==> src/rtl/line_scan_ctrl.sv <==
// Line/frame sequencer for the composite video path: walks each line through its phases,
// addresses the line buffer during active video and ping-pongs the displayed buffer half.
// Build option: define LINE_SCAN_BURST_EN to include the colour burst phase.
//
// state  | meaning
// IDLE   | stopped, blanking level, waiting for enable
// SYNC   | horizontal sync tip
// BREEZE | breezeway after sync
// BURST  | colour burst window (LINE_SCAN_BURST_EN builds only)
// BACK   | back porch
// ACTIVE | displayed pixels, pixel_ptr walks the line buffer
// FRONT  | front porch; line boundary decision at its last clock
module line_scan_ctrl #(
  parameter int CLK_PER_PIX = 4,
  parameter int SYNC_LEN    = 40,
  parameter int BREEZE_LEN  = 8,
  parameter int BURST_LEN   = 36,
  parameter int BACK_LEN    = 20,
  parameter int ACTIVE_PIX  = 320,
  parameter int FRONT_LEN   = 24,
  parameter int LINES       = 262
) (
  input  logic       clk,
  input  logic       reset,
  input  logic       enable,
  output logic [8:0] pixel_ptr,
  output logic       pix_valid,
  output logic       sync,
  output logic       blank,
  output logic       burst,
  output logic [8:0] line_num,
  output logic       line_start,
  output logic       frame_start,
  output logic       buf_sel
);

`ifdef LINE_SCAN_BURST_EN
  localparam int BACK_TOTAL = BACK_LEN;
`else
  // Without a burst phase the back porch absorbs its time so the line length is unchanged.
  localparam int BACK_TOTAL = BURST_LEN + BACK_LEN;
`endif

  function automatic int max2(input int a, input int b);
    return (a > b) ? a : b;
  endfunction

  localparam int MAX_LEN = max2(max2(max2(SYNC_LEN, BREEZE_LEN), max2(BURST_LEN, BACK_TOTAL)),
                                FRONT_LEN);
  localparam int PH_W = (MAX_LEN > 1) ? $clog2(MAX_LEN) : 1;
  localparam int PD_W = (CLK_PER_PIX > 1) ? $clog2(CLK_PER_PIX) : 1;

  localparam logic [PH_W-1:0] SYNC_LAST   = PH_W'(SYNC_LEN - 1);
  localparam logic [PH_W-1:0] BREEZE_LAST = PH_W'(BREEZE_LEN - 1);
`ifdef LINE_SCAN_BURST_EN
  localparam logic [PH_W-1:0] BURST_LAST  = PH_W'(BURST_LEN - 1);
`endif
  localparam logic [PH_W-1:0] BACK_LAST   = PH_W'(BACK_TOTAL - 1);
  localparam logic [PH_W-1:0] FRONT_LAST  = PH_W'(FRONT_LEN - 1);
  localparam logic [PD_W-1:0] PD_LAST     = PD_W'(CLK_PER_PIX - 1);
  localparam logic [8:0]      PTR_LAST    = 9'(ACTIVE_PIX - 1);
  localparam logic [8:0]      LINE_LAST   = 9'(LINES - 1);

  typedef enum logic [2:0] {
    IDLE,
    SYNC,
    BREEZE,
`ifdef LINE_SCAN_BURST_EN
    BURST,
`endif
    BACK,
    ACTIVE,
    FRONT
  } stateT;

  stateT           state;
  logic [PH_W-1:0] phaseCnt;
  logic [PD_W-1:0] pixDiv;
  logic [8:0]      nextLine;

  assign nextLine = (line_num == LINE_LAST) ? 9'd0 : line_num + 9'd1;

  always_ff @(posedge clk) begin
    if (reset) begin
      state       <= IDLE;
      phaseCnt    <= '0;
      pixDiv      <= '0;
      pixel_ptr   <= 9'd0;
      pix_valid   <= 1'b0;
      sync        <= 1'b0;
      blank       <= 1'b1;
      burst       <= 1'b0;
      line_num    <= 9'd0;
      line_start  <= 1'b0;
      frame_start <= 1'b0;
      buf_sel     <= 1'b0;
    end else begin
      line_start  <= 1'b0;
      frame_start <= 1'b0;
      case (state)
        IDLE: begin
          if (enable) begin
            state       <= SYNC;
            phaseCnt    <= '0;
            line_num    <= 9'd0;
            line_start  <= 1'b1;
            frame_start <= 1'b1;
            sync        <= 1'b1;
            blank       <= 1'b1;
          end
        end
        SYNC: begin
          if (phaseCnt == SYNC_LAST) begin
            state    <= BREEZE;
            phaseCnt <= '0;
            sync     <= 1'b0;
          end else begin
            phaseCnt <= phaseCnt + PH_W'(1);
          end
        end
        BREEZE: begin
          if (phaseCnt == BREEZE_LAST) begin
            phaseCnt <= '0;
`ifdef LINE_SCAN_BURST_EN
            state    <= BURST;
            burst    <= 1'b1;
`else
            state    <= BACK;
`endif
          end else begin
            phaseCnt <= phaseCnt + PH_W'(1);
          end
        end
`ifdef LINE_SCAN_BURST_EN
        BURST: begin
          if (phaseCnt == BURST_LAST) begin
            state    <= BACK;
            phaseCnt <= '0;
            burst    <= 1'b0;
          end else begin
            phaseCnt <= phaseCnt + PH_W'(1);
          end
        end
`endif
        BACK: begin
          if (phaseCnt == BACK_LAST) begin
            state     <= ACTIVE;
            phaseCnt  <= '0;
            pixDiv    <= '0;
            pixel_ptr <= 9'd0;
            pix_valid <= 1'b1;
            blank     <= 1'b0;
          end else begin
            phaseCnt <= phaseCnt + PH_W'(1);
          end
        end
        ACTIVE: begin
          if (pixDiv == PD_LAST) begin
            pixDiv <= '0;
            if (pixel_ptr == PTR_LAST) begin
              // Displayed half is finished: hand it back to the writer.
              state     <= FRONT;
              phaseCnt  <= '0;
              pixel_ptr <= 9'd0;
              pix_valid <= 1'b0;
              blank     <= 1'b1;
              buf_sel   <= ~buf_sel;
            end else begin
              pixel_ptr <= pixel_ptr + 9'd1;
            end
          end else begin
            pixDiv <= pixDiv + PD_W'(1);
          end
        end
        FRONT: begin
          if (phaseCnt == FRONT_LAST) begin
            phaseCnt <= '0;
            if (enable) begin
              state       <= SYNC;
              line_num    <= nextLine;
              line_start  <= 1'b1;
              frame_start <= (nextLine == 9'd0);
              sync        <= 1'b1;
            end else begin
              state    <= IDLE;
              line_num <= 9'd0;
            end
          end else begin
            phaseCnt <= phaseCnt + PH_W'(1);
          end
        end
        default: begin
          state     <= IDLE;
          phaseCnt  <= '0;
          pixDiv    <= '0;
          pixel_ptr <= 9'd0;
          pix_valid <= 1'b0;
          sync      <= 1'b0;
          blank     <= 1'b1;
          burst     <= 1'b0;
          line_num  <= 9'd0;
        end
      endcase
    end
  end

endmodule
==> config.mk <==
export PLATFORM = sky130hd
export DESIGN_NAME = line_scan_ctrl
export DESIGN_NICKNAME = d
export VERILOG_FILES = /design/src/rtl/line_scan_ctrl.sv
export SDC_FILE = /design/constraint.sdc
export NUM_CORES = 1
export LEC_CHECK = 0
export ABC_AREA = 1
export ABC_CLOCK_PERIOD_IN_PS = 1600
export BUFFER_PORTS_ARGS = -buffer_cell sky130_fd_sc_hd__buf_2
export CORE_ASPECT_RATIO = 1.25
export CORE_MARGIN = 4
export CORE_UTILIZATION = 53
export CTS_BUF_LIST = sky130_fd_sc_hd__clkbuf_8
export DETAILED_ROUTE_END_ITERATION = 8
export PLACE_DENSITY = 0.86
export RECOVER_POWER = 100
export SYNTH_ARGS = -nofsm -noshare
export SYNTH_HDL_FRONTEND = slang
export SYNTH_SLANG_ARGS = --single-unit
==> constraint.sdc <==
create_clock -name clk -period 1.6 [get_ports clk]
set_input_delay 0.32 -clock clk [delete_from_list [all_inputs] [get_ports clk]]
set_output_delay 0.32 -clock clk [all_outputs]
set_load 0.01 [all_outputs]
# Word level (Yosys, flattened, before mapping)
# Index checks and enable logic that the tools add are counted.
# classes
add_sub_neg	4
n_eq_ne	19
mux	48
n_bitwise	5
n_reduce_logical	15
# ops
operator	n
$mux 9	7
$pmux 9 s3	2
$mux 6	7
$pmux 6 s6	1
$mux 3	7
$add 9x1->9 const B	2
$eq 9x9->1 const B	2
$pmux 3 s6	1
$mux 1	15
$reduce_and 3->1	5
$ne 2x2->1 const B	7
$eq 6x6->1 const B	2
$logic_not 9->1	1
$pmux 1 s4	2
$reduce_or 4->1	2
$reduce_and 7->1	1
$add 6x1->6 const B	1
$eq 3x2->1 const B	2
$eq 3x3->1 const B	2
$eq 6x3->1 const B	1
$eq 6x5->1 const B	1
$pmux 2 s3	1
$reduce_or 3->1	2
$not 1->1	5
other kinds (10)	12
# totals
register_bits	35
in_bits	3

# Depth between registers and ports, before layout
# Gate-level depths: netlist (run 1).
# logic_depth
depth_word	6
ltp_mapped	11
mapped_depth_nobuf	11

# Worst setup path after synthesis (run 1)
# OpenSTA, ideal clock, no wires.
# synth_path
path_kind	reg-to-reg
startpoint	reg pixel_ptr[0]
endpoint	reg state[1]
t_arrival_ps	1544
setup_slack_ps	-60
stages_incl_launch_ff	9
synth_period_minus_slack_ps	1660
cell_sequence	dfxtp_1 -> ha_1 -> nand2_1 -> nor2_2 -> nand4_1 -> a21oi_4 -> nand2_4 -> o21ai_0 -> nor2_1
# synth_between
elab_chain_len	3
# synth_lines
item	line	source
start, declared	26	output logic [8:0] pixel_ptr,
start signal, assigned	169	pixel_ptr <= pixel_ptr + 9'd1;
$eq 9x9->1	160	if (pixel_ptr == PTR_LAST) begin
$ne 2x2->1 (no line)	n/a	
$reduce_and 7->1 (no line)	n/a	
end signal, assigned	162	state <= FRONT;
end signal, assigned	179	state <= SYNC;
end signal, assigned	185	state <= IDLE;
end, declared	76	stateT state;
# Every way passes these cells.
# A chain may end at the register's enable or synchronous reset.

# Worst setup path in the final report (run 1)
# layout_path
startpoint	reg phaseCnt[1]
endpoint	reg state[1]
# layout_between
elab_chain_len	3
word_cells_on_any_way	9
cone_classes	8 x eq/ne; 1 x reduce/logical
# layout_lines
item	line	source
start, declared	77	logic [PH_W-1:0] phaseCnt;
start signal, assigned	118	phaseCnt <= phaseCnt + PH_W'(1);
start signal, assigned	131	phaseCnt <= phaseCnt + PH_W'(1);
start signal, assigned	154	phaseCnt <= phaseCnt + PH_W'(1);
$eq 6x3->1 (tied with other cells)	122	if (phaseCnt == BREEZE_LAST) begin
$ne 2x2->1 (no line)	n/a	
$reduce_and 7->1 (no line) (*)	n/a	
end signal, assigned	114	state <= BREEZE;
end signal, assigned	128	state <= BACK;
end signal, assigned	147	state <= ACTIVE;
# Every way passes the cells marked *; elsewhere a longest branch is shown, timed or not.

==> impl.org, run 1 <==
** Worst setup path
- The worst register-to-register path has a setup slack of -0.08 ns.
- Worst Setup Start Kind :: flop
- Worst Path Arrival :: 1.87 ns
- Crit path kind :: flop to flop
- Along the worst path, the maximum fanout reaches 7.
- At the worst endpoint, the required time is 1.78 ns.
- Worst setup EP type :: flop

** Clock network
- For the worst-skew pair, the clock arrives at the later sink with an insertion delay of 0.29 ns.
- CTS Sinks :: 35
- In this run the clock root is driven by a clkbuf_8.
- CTS tree :: done
- The number of clock buffers added by TritonCTS is 5.
- Register clock-pin slew on the reported worst setup and hold paths :: 0.07 ns
- H-tree levels :: 2
- Buffer depth of the longest clock path :: 2

** Status
- The flow ran to the end, but the final reports show violations.
- The final reports fail on setup timing.

** Placed design
- Final RePlAce weighted congestion :: 0.8596
- Total half-perimeter wirelength after legalization and detailed placement :: 3513 um
- Placed Instances :: 386
- Count of input and output buffers :: 26

** Timing
- Worst setup slack after layout :: -0.08385 ns
- Counting I/O delays and the setup requirement, the final critical path takes 1.684 ns.
- Maximum clock skew at final layout :: 0.008644 ns
- Hold Vio Cnt, Final :: 0
- Max Fclk :: 593.9 MHz
- Number of setup violations in the final report :: 16
- Setup TNS :: -0.7357 ns
- The count of pins over their slew limit came to 0.
- Dividing the final minimum period by the clock period gives 105.2%.
- Setup repair after global routing could not meet its margin everywhere.

** Floorplan
- Horiz. Die Dim :: 62.83 um
- Y dimension of the die :: 76.54 um
- Once the floorplan was initialized, standard cells occupied 56.21% of the core.
- Area of the die :: 0.004809 mm2
- Number of placement rows :: 24
- I/O pin total :: 28
- Core area :: 0.003543 mm2

** Power and ir drop
- Internal power consumption :: 0.002063 W
- Combinational cell fraction of total power :: 40.4%
- Pwr dens :: 1265 mW/mm2
- Static Leakage :: 1.189 nW
- VDD IR max :: 925.3 uV
- The analysis attributes to net switching a power of 0.001337 W.
- Per report_power, the sequential group accounts for 31.2% of the total.
- Fraction of power spent switching nets :: 39.32%
- Clock group share of total power :: 28.4%

** Yosys
- Synthesis Warnings :: 0
- Syn Std Cell Area :: 0.001992 mm2
- Sequential-to-total area share from yosys stat :: 35.18%
- In this run, synthesis produced a sequential element count of 35.
- The netlist uses 32 different library cells.
- Net count after synthesis :: 314
- In the synthesized netlist, the number of instances is 306.
- After synthesis, the mean cell area works out to 6.510 um2.

** Global route
- Summed over all layers, the global routing overflow is 0.
- Initial antenna violation count :: 0
- The first global-routing pass estimated 8355 um of wire.
- Largest net degree at the start of global routing :: 20
- In the global route stage, overall resource usage came out at 21.33%.
- The via count of the first global-routing pass was 1,940.

** Final layout
- Layout Nets :: 369
- 0 antenna diodes ended up in the layout.
- The area growth from synthesis to layout is 34.86%.
- Cells fill 75.81% of the core in the end.
- The post-route netlist has 31.77% of its cells at a drive strength greater than 1.
- Fill cells in the final layout number 266.
- Leaving out filler cells and counting taps, the final layout contains 401.

** Detailed routing
- Via count :: 2,278
- Vias per inst :: 5.681
- Number of violations reported at the end of detailed-routing iteration 0 :: 218
- The count of nets left with antenna violations once routing finished came out at 0.
- Post-detailed-route DRC marker count :: 0
- Detailed-router iteration count before antenna repair :: 4
- Dividing the detail-routed wire length by the instance count gives 14.90 um.
- The final layout contains routed wiring with a total length of 5975 um.

** Run
- Across the run, the number of max-cap violations was 0.

** Worst hold path
- HP Class :: input port to flop
## registers in the layout, indices dropped and copies added, names as in the netlist
signal       count
line_num         9
pixel_ptr        9
phaseCnt         6
state            3
pixDiv           2
blank            1
buf_sel          1
frame_start      1
line_start       1
pix_valid        1
sync             1
## placed cells by master (no fill, tap or decap), drive strengths merged, types with 5 or more instances in the layout
cell,Yosys,final
nand2,86,86
nor2,49,49
buf,2,44
inv,36,37
dfxtp,35,35
nand3,25,25
a21oi,22,22
o21ai,18,18
clkbuf,3,14
nand4,8,8
nor3,5,5
ha,5,5
## layout make-up
| type | instances | area (um2) | area share (%) |
|---|---|---|---|
| repair buffers | 53 | 336.6 | 12.53 |
| inverters | 37 | 138.9 | 5.170 |
| well taps | 39 | 48.80 | 1.816 |
| multi-input cells | 229 | 1311 | 48.81 |
| clock inverters | 3 | 67.56 | 2.515 |
| clock buffers | 5 | 68.82 | 2.562 |
| flip-flops and latches | 35 | 714.4 | 26.60 |
## worst max-delay path, cell delays in order, from the launching register on
cell     delay, ns
dfxtp_2       0.36
ha_4          0.15
nand2_4       0.06
nor2_4        0.17
buf_4         0.14
nand3_2       0.07
nand2_2       0.12
nand2_4       0.07
nor2_4        0.14
nand2_4       0.10
o21ai_1       0.15
nor2_1        0.05
## synth_stat cells, drive strengths merged
library cell | count | area share (%)
xor2 | 1 | 0.44
nand2 | 86 | 17
mux2i | 1 | 0.50
xnor2 | 1 | 0.44
nor3 | 5 | 1.3
ha | 5 | 3.1
inv | 36 | 6.8
a21oi | 22 | 6.1
nor3b | 2 | 0.75
nor2 | 49 | 11
dfxtp | 35 | 35
o21ai | 18 | 4.9
conb | 1 | 0.19
nand4 | 8 | 2.5
a211oi | 2 | 0.75
buf | 2 | 0.63
nand3 | 25 | 6.8
or2 | 2 | 0.63
a31oi | 1 | 0.31
clkinv | 1 | 0.19
clkbuf | 3 | 0.57
## per-layer routing
metal  share of wire (%)  routed length (um)  up-vias  track usage, %
met2                  52                3080      104           37.67
met4                 2.8                 165        0           9.051
met1                  40                2393     1068           24.66
met3                 5.6                 335       17           4.277
li1                    -                   -     1089               -
met5                   0                   0        -               0
## path summary, 6_finish.rpt
| check | startpoint | to | cells after the start |
|---|---|---|---|
| worst max-delay path | phaseCnt[1] | state[1] | 11 |
| worst min-delay path | reset | line_num[2] | 3 |
| worst max register to register | phaseCnt[1] | state[1] | 11 |
| worst min register to register | buf_sel | buf_sel | 1 |
## metrics by stage
step | setup WS, ns | hold slack [ns] | total power (W) | cell area, um2
after floorplan | -0.001177 | 0.4446 | 0.001805 | 1997
after global placement | 0.01089 | 0.4286 | 0.002095 | 2302
after detailed placement | -0.03853 | 0.4356 | 0.002115 | 2302
after CTS | 0.004328 | 0.4259 | 0.003123 | 2497
after global routing | -0.1824 | 0.4566 | 0.003592 | 2686
final | -0.08385 | 0.4560 | 0.003399 | 2686
## power by group through the flow
stage	clock network, W	logic [W]	registers [W]
after CTS	0.000966	0.00112	0.00104
final	0.000964	0.00137	0.00106
after floorplan	0	0.000754	0.00105
after detailed placement	0	0.00107	0.00105
after global routing	0.00101	0.00151	0.00107
after global placement	0	0.00105	0.00104
## what timing repair did
action | in CTS | in global routing
endpoints found under the hold margin | 0 | 0
pin swaps | 3 | 21
endpoints found under the setup margin | 14 | 30
buffers inserted | 2 | 5
hold buffers | 0 | 0
resized for setup | 12 | 51
## kinds of logic after synthesis
family / Yosys count / synth area share (%)
AO/OA/AOI/OAI: 43 / 12.06
multiplexers: 1 / 0.5025
buffers and inverters: 42 / 8.166
XOR/XNOR: 2 / 0.8796
adder cells (fa/ha/maj): 5 / 3.141
other: 1 / 0.1883
AND/OR/NAND/NOR: 177 / 39.89
flip-flops: 35 / 35.18
Note: power is estimated with default switching activity, not from simulation.
==> inputs of run 2 (changes only) <==
--- a/config.mk
+++ b/config.mk
@@ -8,13 +8,13 @@
 export ABC_AREA = 1
 export ABC_CLOCK_PERIOD_IN_PS = 1600
 export BUFFER_PORTS_ARGS = -buffer_cell sky130_fd_sc_hd__buf_2
-export CORE_ASPECT_RATIO = 1.25
+export CORE_ASPECT_RATIO = 0.6
 export CORE_MARGIN = 4
 export CORE_UTILIZATION = 53
 export CTS_BUF_LIST = sky130_fd_sc_hd__clkbuf_8
 export DETAILED_ROUTE_END_ITERATION = 8
 export PLACE_DENSITY = 0.86
-export RECOVER_POWER = 100
+export RECOVER_POWER = 50
 export SYNTH_ARGS = -nofsm -noshare
 export SYNTH_HDL_FRONTEND = slang
 export SYNTH_SLANG_ARGS = --single-unit
==> run 2 against run 1 <==
Compared with the run above:
- the run still ends with setup timing left
- sequential power about the same
- utilization grew 2.5 points
- clock skew about the same
- design area is 0.23% lower
- clock power is 31% lower
- critical path depth down 2
- cell count up 3.2%
- routed wire length up 2.3%
- worst setup slack better by 0.060 ns
- non-clock buffer count up 7
- register-to-register slack improved by 0.06 ns
- global-route usage is 2.7 points higher
- critical path type unchanged
==> impl.org, run 2 (same netlist as run 1, synthesis figures left out) <==
** Timing
- Setup repair after global routing could not meet its margin everywhere.
- Worst setup slack after layout :: -0.02346 ns
- In the final timing run, aggregate negative setup slack is -0.1230 ns.
- Min Hold Slack :: 0.4136 ns
- Of the available clock period, the critical path in the final layout requires 101.5%.
- The count of pins over their slew limit is 0.
- Setup violations remaining at the end of the flow were counted as 8.
- The worst path in the final design needs a cycle of 1.623 ns, including I/O delays and setup.
- Based on the critical path, the design can be clocked at up to 616.0 MHz.
- Hold Vio Cnt, Final :: 0
- Across the routed clock network, the largest skew measured is 0.008332 ns.

** Floorplan
- Y dimension of the die :: 55.49 um
- The die covers 0.004835 mm2.
- Pin placement for this block handled 28 I/O pins.
- The total area inside the core boundary comes to 0.003423 mm2.
- The initialized floorplan defines 16 standard-cell rows.
- Initial core utilization :: 58.19%
- Horiz. Die Dim :: 87.15 um

** Global route
- The first global-routing pass estimated 9259 um of wire.
- Summed over all layers, the global routing overflow is 0.
- Global routing consumed, on the met1 layer, 32.22% of the routing resources.
- Largest net degree at the start of global routing :: 20
- Initial antenna violation count :: 0
- In the global route stage, met3 resource usage came out at 6.686%.
- Across every metal layer, demand over resource in global routing totals 24.00%.
- Global-route track usage on met2 :: 37.19%
- Most heavily used metal layer in global routing :: met2
- Vias in the first global route :: 2,056

** Worst setup path
- Worst Path Arrival :: 1.82 ns
- In this run the worst setup path begins at state[0].
- Worst Path Required :: 1.80 ns
- Largest fanout on the critical path :: 8
- R2r startpoint :: state[0]
- Register-to-Register Path Depth :: 9
- R2R setup slack :: -0.02 ns
- Crit path kind :: flop to flop
- Endpoint of the worst register-to-register path :: phaseCnt[1]
- Worst Setup Start Kind :: flop
- The worst setup path is captured at a flop.

** Final layout
- From synthesis to final layout, the design area changed by 34.55%.
- In the final layout, the registers with the most flip-flops are line_num x9, pixel_ptr x9, phaseCnt x6.
- 0 antenna diodes ended up in the layout.
- In the final layout, the share of cells above drive strength 1 is 30.89%.
- The library cell used most frequently in the layout, excluding fill and tap cells, is nand2_1.
- After the last flow step, the layout net total stands at 376.
- For this run, the number of standard cells in the final layout without fillers is 414.
- In the layout the commonest cells are nand2_1 (69), nor2_1 (39), inv_1 (32), dfxtp_1 (28), buf_4 (28).

** Worst hold path
- Worst hold path stage count :: 5
- For hold timing, the worst endpoint is sync.
- HP Class :: input port to flop
- Min-delay src :: enable

** Power and ir drop
- VDD IR max :: 906.5 uV
- The internal power of the cells totals 0.001839 W.
- Fraction of power spent switching nets :: 42.51%
- The clock network accounts for 20.8% of the total power.
- In this run the power density over the cells is 1193 mW/mm2.
- Sw Pwr :: 0.001359 W
- Per report_power, the sequential group accounts for 33.0% of the total.
- For this design the static power due to leakage is 1.155 nW.
- Combinational cell fraction of total power :: 46.3%

** Detailed routing
- Vias per inst :: 5.597
- Remaining antenna violation count after routing :: 0
- Post-detailed-route DRC marker count :: 0
- The routed design has 6115 um of wire.
- Routed wire length per instance :: 14.77 um
- For this run, the detailed router's first-pass iteration total came to 5.
- For this block, the initial DRC count from the detailed router was 213.
- Via count :: 2,317

** Clock network
- The H-tree was split into 2 levels.
- The cell sitting at the root of the clock tree is a clkbuf_8.
- The clock net in this run drives a total of 35 sinks.
- TritonCTS built the clock tree.
- The clock passes through at most 2 buffers.
- Register clock-pin slew on the reported worst setup and hold paths :: 0.08 ns
- Clock latency on the worst-skew pair, taken at its later pin, is 0.31 ns.
- Counting the buffers created by CTS gives 5.

** Run
- Number of maximum-capacitance violations :: 0

** Placed design
- Buffers placed on the I/O ports in this run total 26.
- Final RePlAce weighted congestion :: 0.9402
- After detailed placement, the design holds a cell count of 399.
- Summed over all nets, the half-perimeter wirelength after detailed placement is 4045 um.

** Status
- The run finished, with violations left.
- Violations in the final reports :: setup timing
[run 2: how the worst max path moves through the flow]
stage                    to  slack (ns)  cells after the start
6_report        phaseCnt[1]       -0.02                      9
3_3_place_gp   pixel_ptr[6]        -0.1                     10
4_1_cts               blank       0.004                      8
5_1_grt            state[1]       -0.12                      9
2_1_floorplan      state[1]      -0.001                      8
3_5_place_dp   pixel_ptr[5]        -0.1                     10
[run 2: what timing repair did]
| action | CTS | global route |
|---|---|---|
| resized for setup | 19 | 40 |
| hold buffers | 0 | 0 |
| pin swaps | 9 | 26 |
| endpoints found under the setup margin | 17 | 30 |
| buffers inserted | 2 | 5 |
[run 2: power by group through the flow]
stage / registers (W) / clock network (W) / logic [W]
after CTS: 0.00103 / 0.000667 / 0.00123
after global placement: 0.00104 / 0 / 0.00111
after floorplan: 0.00105 / 0 / 0.000754
after detailed placement: 0.00104 / 0 / 0.00114
after global routing: 0.00106 / 0.000708 / 0.00160
final: 0.00105 / 0.000664 / 0.00148
[run 2: worst max-delay path, cell delays in order, from the launching register on]
cell     delay [ns]
dfxtp_1        0.47
nor2_4         0.09
nand2_4        0.11
nor2_4         0.06
inv_2          0.10
nand2_2        0.08
a21oi_4        0.28
nand2_4        0.14
nand3_2        0.14
a21oi_1        0.05
[run 2: per-layer routing]
| layer | part of all wire (%) | up-vias |
|---|---|---|
| met5 | 0 | - |
| met4 | 1.7 | 0 |
| met3 | 9.3 | 14 |
| met2 | 45 | 122 |
| met1 | 44 | 1072 |
| li1 | - | 1109 |
[run 2: final cells by class]
cell class	count	area (um2)
timing repair buffer	60	391.6
sequential	35	711.9
tap	45	56.30
fill	220	743.2
inverter	37	138.9
clock inverter	3	20.02
multi-input combinational	229	1292
clock buffer	5	68.82
[run 2: stage by stage]
stage               util [%]  cell area [um2]  setup WS, ns  total power (W)
finish                 78.29             2680      -0.02346         0.003198
global route           78.29             2680       -0.1159         0.003365
CTS                    73.76             2525      0.003930         0.002925
detailed placement     69.01             2362      -0.09839         0.002187
global placement       69.01             2362      -0.09693         0.002149
floorplan                  -             1997     -0.001177         0.001805
